--- src/rtl/ps2_keys_pkg.sv ---
// Shared PS/2 set-2 scancode constants and decode helpers for the keyboard
// input controllers and the focus arbiter.
package ps2_keys_pkg;

    localparam logic [7:0] KEY_0         = 8'h45;
    localparam logic [7:0] KEY_1         = 8'h16;
    localparam logic [7:0] KEY_2         = 8'h1E;
    localparam logic [7:0] KEY_3         = 8'h26;
    localparam logic [7:0] KEY_4         = 8'h25;
    localparam logic [7:0] KEY_5         = 8'h2E;
    localparam logic [7:0] KEY_6         = 8'h36;
    localparam logic [7:0] KEY_7         = 8'h3D;
    localparam logic [7:0] KEY_8         = 8'h3E;
    localparam logic [7:0] KEY_9         = 8'h46;
    localparam logic [7:0] KEY_ENTER     = 8'h5A;
    localparam logic [7:0] KEY_BACKSPACE = 8'h66;
    localparam logic [7:0] KEY_RELEASE   = 8'hF0;
    localparam logic [7:0] KEY_EXTEND    = 8'hE0;
    localparam logic [7:0] KEY_F1        = 8'h05;
    localparam logic [7:0] KEY_F2        = 8'h06;
    localparam logic [7:0] KEY_F3        = 8'h04;
    localparam logic [7:0] KEY_F4        = 8'h0C;
    localparam logic [7:0] KEY_ESC       = 8'h76;
    localparam logic [7:0] KEY_TAB       = 8'h0D;

    typedef enum logic [1:0] {
        HK_NONE,
        HK_FKEY,
        HK_ESC,
        HK_TAB
    } hotkey_e;

    typedef struct packed {
        hotkey_e    kind;
        logic [1:0] index;
    } hotkey_t;

    function automatic logic isDigit(input logic [7:0] code);
        case (code)
            KEY_0, KEY_1, KEY_2, KEY_3, KEY_4,
            KEY_5, KEY_6, KEY_7, KEY_8, KEY_9: return 1'b1;
            default:                          return 1'b0;
        endcase
    endfunction

    // Returns 0 for non-digit codes; pair with isDigit.
    function automatic logic [3:0] decodeDigit(input logic [7:0] code);
        case (code)
            KEY_1:   return 4'd1;
            KEY_2:   return 4'd2;
            KEY_3:   return 4'd3;
            KEY_4:   return 4'd4;
            KEY_5:   return 4'd5;
            KEY_6:   return 4'd6;
            KEY_7:   return 4'd7;
            KEY_8:   return 4'd8;
            KEY_9:   return 4'd9;
            default: return 4'd0;
        endcase
    endfunction

    function automatic hotkey_t classifyHotkey(input logic [7:0] code);
        hotkey_t hk;
        hk.kind  = HK_NONE;
        hk.index = 2'd0;
        case (code)
            KEY_F1:  begin hk.kind = HK_FKEY; hk.index = 2'd0; end
            KEY_F2:  begin hk.kind = HK_FKEY; hk.index = 2'd1; end
            KEY_F3:  begin hk.kind = HK_FKEY; hk.index = 2'd2; end
            KEY_F4:  begin hk.kind = HK_FKEY; hk.index = 2'd3; end
            KEY_ESC: hk.kind = HK_ESC;
            KEY_TAB: hk.kind = HK_TAB;
            default: hk.kind = HK_NONE;
        endcase
        return hk;
    endfunction

endpackage

--- src/rtl/focus_idle_timer.sv ---
// Idle counter for focus auto-release: counts while running, reloads to 0 on
// activity, and flags expiry in the cycle the count sits at TIMEOUT_CYCLES-1.
module focus_idle_timer #(
    parameter int TIMEOUT_CYCLES = 50_000_000
) (
    input  logic Clock,
    input  logic nReset,
    input  logic run,
    input  logic reload,
    output logic expire
);

    localparam int CW = (TIMEOUT_CYCLES > 1) ? $clog2(TIMEOUT_CYCLES) : 1;
    localparam logic [CW-1:0] TERMINAL = CW'(TIMEOUT_CYCLES - 1);

    logic [CW-1:0] count_q;

    // Activity in the terminal cycle suppresses expiry so the byte keeps focus.
    assign expire = run && !reload && (count_q == TERMINAL);

    always_ff @(posedge Clock or negedge nReset) begin
        if (!nReset) begin
            count_q <= '0;
        end else if (!run || reload) begin
            count_q <= '0;
        end else if (count_q != TERMINAL) begin
            count_q <= count_q + CW'(1);
        end
    end

endmodule

--- src/rtl/kbd_focus_arbiter.sv ---
// Routes the PS/2 scancode stream to one focused input controller; F-key, ESC
// and TAB hotkeys pick focus. Define FOCUS_TIMEOUT_EN for idle auto-release.
//
// state  | meaning
// NORM   | expecting a make code; only here can a byte be a hotkey
// BRK    | F0 seen, next byte is a break code
// EXT    | E0 seen, next byte is an extended code or F0
// EXTBRK | E0 F0 seen, next byte is an extended break code
module kbd_focus_arbiter
    import ps2_keys_pkg::*;
#(
    parameter int N_TARGETS      = 4,
    parameter int TIMEOUT_CYCLES = 50_000_000
) (
    input  logic                 Clock,
    input  logic                 nReset,
    input  logic [7:0]           data,
    input  logic                 data_en,
    input  logic                 Lock,
    output logic [7:0]           fwd_data,
    output logic [N_TARGETS-1:0] fwd_en,
    output logic [N_TARGETS-1:0] Enable,
    output logic                 FocusValid,
    output logic [1:0]           Focus
);

    typedef enum logic [1:0] {
        NORM,
        BRK,
        EXT,
        EXTBRK
    } parse_state_e;

    localparam logic [1:0]           LAST_IDX = 2'(N_TARGETS - 1);
    localparam logic [N_TARGETS-1:0] ONE      = N_TARGETS'(1);

    parse_state_e state_q, state_d;
    logic         focus_valid_q, focus_valid_d;
    logic [1:0]   focus_idx_q, focus_idx_d;
    hotkey_t      hk;
    logic         hotkey_byte;
    logic         consume;
    logic         forward;
    logic         idle_expire;

    assign hk          = classifyHotkey(data);
    assign hotkey_byte = (state_q == NORM) && (hk.kind != HK_NONE);
    assign consume     = data_en && hotkey_byte;
    assign forward     = data_en && !hotkey_byte && focus_valid_q;

    always_ff @(posedge Clock or negedge nReset) begin
        if (!nReset) begin
            state_q <= NORM;
        end else begin
            state_q <= state_d;
        end
    end

    always_comb begin
        state_d = state_q;
        if (data_en) begin
            unique case (state_q)
                NORM: begin
                    if (data == KEY_RELEASE)     state_d = BRK;
                    else if (data == KEY_EXTEND) state_d = EXT;
                    else                         state_d = NORM;
                end
                EXT:     state_d = (data == KEY_RELEASE) ? EXTBRK : NORM;
                BRK:     state_d = NORM;
                EXTBRK:  state_d = NORM;
                default: state_d = NORM;
            endcase
        end
    end

    // Hotkeys are swallowed even while locked; Lock only blocks the action.
    always_comb begin
        focus_valid_d = focus_valid_q;
        focus_idx_d   = focus_idx_q;
        if (consume && !Lock) begin
            case (hk.kind)
                HK_FKEY: begin
                    if (int'(hk.index) < N_TARGETS) begin
                        focus_valid_d = 1'b1;
                        focus_idx_d   = hk.index;
                    end
                end
                HK_ESC: begin
                    focus_valid_d = 1'b0;
                    focus_idx_d   = 2'd0;
                end
                HK_TAB: begin
                    focus_valid_d = 1'b1;
                    if (!focus_valid_q || focus_idx_q == LAST_IDX)
                        focus_idx_d = 2'd0;
                    else
                        focus_idx_d = focus_idx_q + 2'd1;
                end
                default: ;
            endcase
        end else if (idle_expire) begin
            focus_valid_d = 1'b0;
            focus_idx_d   = 2'd0;
        end
    end

    always_ff @(posedge Clock or negedge nReset) begin
        if (!nReset) begin
            focus_valid_q <= 1'b0;
            focus_idx_q   <= 2'd0;
        end else begin
            focus_valid_q <= focus_valid_d;
            focus_idx_q   <= focus_idx_d;
        end
    end

    always_ff @(posedge Clock or negedge nReset) begin
        if (!nReset) begin
            fwd_en   <= '0;
            fwd_data <= 8'h00;
        end else begin
            fwd_en <= '0;
            if (forward) begin
                fwd_en   <= ONE << focus_idx_q;
                fwd_data <= data;
            end
        end
    end

`ifdef FOCUS_TIMEOUT_EN
    focus_idle_timer #(
        .TIMEOUT_CYCLES(TIMEOUT_CYCLES)
    ) u_idle_timer (
        .Clock  (Clock),
        .nReset (nReset),
        .run    (focus_valid_q && !Lock),
        .reload (data_en),
        .expire (idle_expire)
    );
`else
    logic unused_timeout;
    assign idle_expire    = 1'b0;
    assign unused_timeout = (TIMEOUT_CYCLES != 0);
`endif

    assign Enable     = focus_valid_q ? (ONE << focus_idx_q) : '0;
    assign FocusValid = focus_valid_q;
    assign Focus      = focus_idx_q;

endmodule

--- config.mk ---
export PLATFORM = sky130hd
export DESIGN_NAME = kbd_focus_arbiter
export DESIGN_NICKNAME = d
export VERILOG_FILES = /design/src/rtl/ps2_keys_pkg.sv /design/src/rtl/focus_idle_timer.sv /design/src/rtl/kbd_focus_arbiter.sv
export SDC_FILE = /design/constraint.sdc
export NUM_CORES = 1
export LEC_CHECK = 0
export BUFFER_PORTS_ARGS = -buffer_cell sky130_fd_sc_hd__clkbuf_2
export CORE_MARGIN = 2
export CORE_UTILIZATION = 30
export DETAILED_ROUTE_END_ITERATION = 10
export SLEW_MARGIN = 15
export SYNTH_ARGS = -nofsm -noshare
export SYNTH_HDL_FRONTEND = slang
export SYNTH_HIERARCHICAL = 1
export SYNTH_SLANG_ARGS = --single-unit
export TNS_END_PERCENT = 5
--- constraint.sdc ---
create_clock -name Clock -period 1.9 [get_ports Clock]
set_input_delay 0.38 -clock Clock [delete_from_list [all_inputs] [get_ports Clock]]
set_output_delay 0.38 -clock Clock [all_outputs]
set_load 0.1 [all_outputs]
==> results.md, run 1 <==
- Status: completed
- Core area: about 0.003 sq mm
- Worst EP required: 1520 ps
- Hold Fails Final Rpt: 0
- Hold Path Class: in2reg
- First-pass DRT Iterations: 6
- DP Cell Count: 141
- Final nets: 130
- Routed wire length: 1930 um
- Via Count: 709
- CTS H-tree depth: 1
- Peak VDD IR: 0.000673 V
- Mux contribution to synthesized area: 0.152
- Io pins: 31
- CP Capture Type: primary output
- Hold WS: 348 ps
- Synthesized Nets: 93
- Largest family of logic cells by synthesized area: simple AND/OR/NAND/NOR gates
- Synth Cell Area: approximately 940 sq um
- Routability cong.: about 0.75
- Hold_sp: data_en
- Global-route wire length before repair: 3150 um
- Die area: around 0.0036 sq mm
- Synth Area in Compound Gates: 0.101
- Area leader, netlist: dfrtp_1
- Clock Sinks: 17
- Number of global-route vias before repair: between 700 and 800
- Die X: 59.9 um
- Gr ovfl total: 0
- DRC viols: 0
- XOR/XNOR share of the synthesized area: 0.00935
- Most common cell after layout, fill and taps aside: clkbuf_2
- Critical path class: reg2out
- Worst-path fanout max: 5
- Clock skew: 7.49 ps
- Highest-count cells in the layout ignoring fill and taps: clkbuf_2, dfrtp_1, inv_1
- CP startpoint kind: register
- Fin cells: 146
- Number of buffers added on ports: 30
- Post-route setup TNS: 0 ps
- Final setup viols: 0
- Root buffer cell: clkbuf_4
- Worst endpoint data arrival time: 1440 ps
- Area occupied by multi-input gates: 474 sq um
- Area Overhead vs Synth: 32.7%
- Post-synth ARST share: 1.00
- Simple-Gate Fraction of Synth Area: 0.184
- Initial antenna violation count: 0
- Dpl hpwl: ~1500 um
- Max Cap Viol: 0
- Post-synthesis adder-cell area fraction: 0.0534
- Final Max Tran Viols: 0
- Clock period minus worst slack: 1820 ps
- FF-to-FF Start: state_q[1]
- Fin area: 0.00124 sq mm
- Cts bufs inserted: 3
- Largest net degree at the start of global routing: 18
- Slew @ Worst Pin: between 500 and 600 ps
- Crit-path max cell delay: 450 ps
- Area contributors post-synth: dfrtp_1, mux2_4, ha_1
- CP cell instances: ha_1, and2_2, clkbuf_4
- Post-Place Cell Area: 0.00120 sq mm
- Post-CTS setup buffers: 0
- RSZ-0062 raised after global routing: false
- Clk pin slew, worst setup/hold paths: 120 ps
- Storage cell area: 429 sq um
- Die Y-Extent: 59.9 um
- Mean Syn Cell Area: 12.2 sq um
- Leak: 0.614 nW
- Worst Setup SP: Focus[0]
- Initial DRC count: 14
- Wirelength per Cell: 13.2 um
- Mapped Cells: 77
- Seq/Total Area, Yosys: 0.454
- Power Density: 1480 mW/mm^2
- Drt via density: slightly below 5
- Max_slew headroom: 0.639
- Fmax achieved: 0.550 GHz
- Worst path slowest cell: dfrtp_2
- Total power: 1.84 mW
- FP Rows: 20
- Synth warnings: 6
- Synth Flop Type: dfrtp_1
- Antenna Violating Nets Remaining: 0
- Ant. Diodes: 0
- Top cell type's share of synthesized area: 0.454
- Period utilization: 0.957
- Worst-Skew Late Latency: approximately 300 ps
- CTS Buffer Depth: 2
- Count of cell types in the netlist: 29
- Filler Cell Count: 302
- Starting density of the core: 0.312
- EDFF count, synth: 0
- FF+latch count, synth: 17
- Layout cells sized above 1: 0.478
- TritonCTS clock tree: done
- Gr usage total: 0.117
==> kinds of logic (layout without fill, tap and decap cells) <==
| kind of cell | after synthesis | count (layout) |
|---|---|---|
| and+or+nand+nor | 26 | 26 |
| DFF | 17 | 17 |
| muxes | 11 | 11 |
| AOI/OAI and AO/OA | 9 | 9 |
| buffers and inverters | 9 | 45 |
| adders and majority gates | 4 | 4 |
| xor gates and xnor gates | 1 | 1 |
==> area by class of cell <==
class | count | share of cell area
Timing Repair Buffer | 34 | 0.195
Multi-Input combinational cell | 51 | 0.381
Sequential cell | 17 | 0.345
Clock buffer | 3 | 0.0181
Clock inverter | 1 | 0.00604
Tap cell | 33 | 0.0332
Inverter | 7 | 0.0211
==> repair_timing <==
| action | 4_1_cts | 5_1_grt |
|---|---|---|
| resized for setup | 1 | 0 |
| setup endpoints to repair | 1 | 0 |
| hold buffers | 1 | 0 |
| endpoints found under the hold margin | 11 | 0 |
==> critical path: cells and delay by family, from the launching register on <==
kind                       cells  cell delay, ps
DFF                            1             450
buffers and inverters          1             270
and+or+nand+nor                1             190
adders and majority gates      1             230
==> per-layer routing <==
metal	routed length (um)	track usage	part of all wire
met1	908	0.145	0.47
met4	12	0.0571	0.0062
met2	893	0.189	0.46
met3	110	0.0281	0.057
met5	0	0	0
==> flip-flops by register name, indices dropped and copies added, names as in the netlist <==
name	cells
Focus	2
FocusValid	1
fwd_data	8
fwd_en	4
state_q	2
==> metrics by stage <==
step	util	setup WS, ps
finish	0.414	82.4
global route	0.414	36.2
CTS	0.414	73.2
detailed placement	0.400	40.9
global placement	0.400	79.9
floorplan	-	90.9
==> power breakdown <==
part,switching [mW],internal (mW)
clock,0.135,0.0802
sequential,0.0650,0.458
combinational,0.887,0.219
==> Yosys cell counts, types with 2 or more instances <==
library cell  instances
and2_1                4
and3b_1               2
dfrtp_1              17
ha_1                  4
inv_1                 7
mux2_1                2
mux2_4                6
mux2i_1               3
nand2_1               5
nand3_1               2
nand4_1               2
nor2_1                5
o21ai_0               2
==> final timing paths <==
path	to	slack, ps	cells past startpoint
worst min register to register	fwd_data[4]	510	1
min in group asynchronous	fwd_data[2]	530	2
worst max-delay path	Enable[3]	80	3
worst min-delay path	state_q[0]	350	2
worst max register to register	fwd_data[5]	380	5
max in group asynchronous	Focus[1]	1030	2
Note: power is estimated with default switching activity, not from simulation.
==> run 2: changes to the inputs <==
--- a/config.mk
+++ b/config.mk
@@ -9,6 +9,7 @@
 export CORE_MARGIN = 2
 export CORE_UTILIZATION = 30
 export DETAILED_ROUTE_END_ITERATION = 10
+export RECOVER_POWER = 100
 export SLEW_MARGIN = 15
 export SYNTH_ARGS = -nofsm -noshare
 export SYNTH_HDL_FRONTEND = slang
==> run 2 against run 1 <==
Count of clock-buffer cells in the layout stayed put. Flip-flop and latch count stayed put. Register-to-register slack lost 50 ps. Hold slack worse by 25 ps. Final cell count is the same. Cell area decreased by 5.5%. Non-clock buffer count is the same. Wire length down 0.52%. Core utilization down 2.3 points. Clock power decreased by 2%. Sequential share of layout area up 1.9 points. Critical path type unchanged. Largest power group unchanged.
==> results.md, run 2 (synthesized netlist as in run 1, its figures left out) <==
- Die Y-Extent: 59.9 um (unchanged)
- Peak VDD IR: 0.000659 V (-2.1%)
- Worst path slowest cell: dfrtp_2
- Drt via density: 4.90 (+0.85%)
- FF-to-FF End: fwd_data[7]
- Critical path class: reg2out
- Number of global-route vias before repair: 712 (unchanged)
- Highest-count cells in the layout ignoring fill and taps: clkbuf_2, dfrtp_1, mux2_1
- CP cell instances: ha_1, and2_2, clkbuf_4
- Worst-path fanout max: 5 (unchanged)
- Sequential Power Share: 0.292 (+0.009)
- First-pass DRT Iterations: 4 (-2)
- Status: completed
- Worst endpoint data arrival time: 1430 ps (about the same)
- Power Density: 1510 mW/mm^2 (+2.1%)
- Post-Place Worst Slack: 40.9 ps (unchanged)
- Gr usage total: 0.117 (unchanged)
- Starting density of the core: 0.312 (unchanged)
- Initial DRC count: 9 (-5)
- Initial antenna violation count: 0 (unchanged)
- Via Count: 715 (+0.85%)
- Clock Sinks: 17 (unchanged)
- Post-Place Cell Area: 0.00120 sq mm (unchanged)
- Crit-path max cell delay: 450 ps (about the same)
- Fin area: 0.00117 sq mm (-5.5%)
- CTS H-tree depth: 1 (unchanged)
- Post-route setup TNS: 0 ps (unchanged)
- Largest net degree at the start of global routing: 18 (unchanged)
- Wirelength per Cell: 13.1 um (-0.52%)
- Routed wire length: 1920 um (-0.52%)
- Final Max Tran Viols: 0 (unchanged)
- Most common cell after layout, fill and taps aside: clkbuf_2
- RSZ-0062 raised after global routing: false
- Gr ovfl total: 0 (unchanged)
- Clock skew: 7.33 ps (-0.156 ps)
- Hold Fails Final Rpt: 0 (unchanged)
- Clock period minus worst slack: 1810 ps (-3.38 ps)
- Psw: 1.08 mW (-0.76%)
- CP Depth: 3 (unchanged)
- Core area: 0.00300 sq mm (unchanged)
- R2R Setup Slk: 330 ps (-50 ps)
- CTS Buffer Depth: 2 (unchanged)
- Final nets: 130 (unchanged)
- Cts bufs inserted: 3 (unchanged)
- Crit path buffers/inverters: 1 (unchanged)
- Max_slew headroom: 0.392 (-0.246)
- Storage cell area: 428 sq um (-0.29%)
- Post-CTS setup buffers: 0 (unchanged)
- Layout cells sized above 1: 0.398 (-0.0796)
- TritonCTS clock tree: done
- Hold Path Class: in2reg
- CP startpoint kind: register
- Io pins: 31 (unchanged)
- Final setup viols: 0 (unchanged)
- Dpl hpwl: 1530 um (unchanged)
- Comb pwr share: 0.589 (-0.011)
- Switching part of the total: 0.606 (+0.0169)
- Clk pin slew, worst setup/hold paths: 120 ps (about the same)
- Worst EP required: 1520 ps (about the same)
- Total power: 1.78 mW (-3.5%)
- Period utilization: 0.955 (-0.00178)
- Number of buffers added on ports: 30 (unchanged)
- Slew @ Worst Pin: 911 ps (+367 ps)
- Global-route wire length before repair: 3150 um (unchanged)
- Area occupied by multi-input gates: 434 sq um (-8.4%)
- CP Capture Type: primary output
- Die area: 0.00359 sq mm (unchanged)
- DRC viols: 0 (unchanged)
- Fmax achieved: 0.551 GHz (+0.19%)
- Leak: 0.576 nW (-6.3%)
- Final WS setup: 85.7 ps (+3.38 ps)
- Antenna Violating Nets Remaining: 0 (unchanged)
- Reg with most FFs: fwd_data
- Root buffer cell: clkbuf_4
- FP Rows: 20 (unchanged)
- P_int: 0.700 mW (-7.5%)
- Worst-Skew Late Latency: 300 ps (about the same)
- CP endpoint: Enable[3]
- Worst reg2reg path depth: 5 (unchanged)
- Filler Cell Count: 319 (+5.6%)
- Final core utilization: 0.391 (-0.0229)
- Max reg flops: 8 (unchanged)
- Routability cong.: 0.746 (unchanged)
- Cell family with most CP delay: flip-flops
- Ant. Diodes: 0 (unchanged)
- Clock share of power: 0.118 (about the same)
- Die X: 59.9 um (unchanged)
- Worst Setup SP: Focus[0]
- Area Overhead vs Synth: 25.4%
- Max Cap Viol: 0 (unchanged)
- FF-to-FF Start: state_q[1]
- Biggest regs: fwd_data (8), fwd_en (4)
[run 2: area by class of cell]
class                           count  share of cell area
Clock buffer                        3              0.0192
Inverter                            7              0.0224
Timing Repair Buffer               34               0.183
Sequential cell                    17               0.364
Tap cell                           33              0.0351
Multi-Input combinational cell     51               0.370
Clock inverter                      1             0.00639
[run 2: repair_timing]
item | 4_1_cts | 5_1_grt
setup endpoints to repair | 1 | 0
hold buffers | 1 | 0
hold endpoints to repair | 11 | 0
gates resized for setup | 1 | 0
[run 2: power by group through the flow]
stage	logic [mW]	registers (mW)	clock network, mW
floorplan	0.229	1.22	0
global placement	1.11	0.527	0
detailed placement	1.11	0.533	0
CTS	1.11	0.525	0.220
global route	1.08	0.535	0.237
finish	1.05	0.519	0.211
[run 2: per-stage QoR]
stage	cells	hold slack (ps)
6_report	146	322
5_1_grt	146	325
4_1_cts	146	346
3_5_place_dp	141	337
3_3_place_gp	141	328
2_1_floorplan	77	84.4
[run 2: how the worst min path moves through the flow]
stage             from          end  cells after the start
3_3_place_gp    nReset  fwd_data[6]                      1
6_report       data_en   state_q[0]                      2
4_1_cts        data_en   state_q[0]                      2
3_5_place_dp    nReset  fwd_data[1]                      1
2_1_floorplan   nReset   FocusValid                      0
5_1_grt        data_en   state_q[0]                      2
[run 2: worst reg2reg max path, stage by stage, from the launching register on]
cell and delay, ps:
dfrtp_1 410, nor2_1 190, nand2_1 80, o2111ai_1 280, buf_12 180, mux2_1 330
[run 2: layer usage]
| layer | vias to the layer above | share of wire | GRT usage |
|---|---|---|---|
| met5 | - | 0 | 0 |
| met3 | 4 | 0.052 | 0.0281 |
| met4 | 0 | 0.0089 | 0.0571 |
| li1 | 342 | - | - |
| met1 | 347 | 0.48 | 0.145 |
| met2 | 22 | 0.46 | 0.189 |
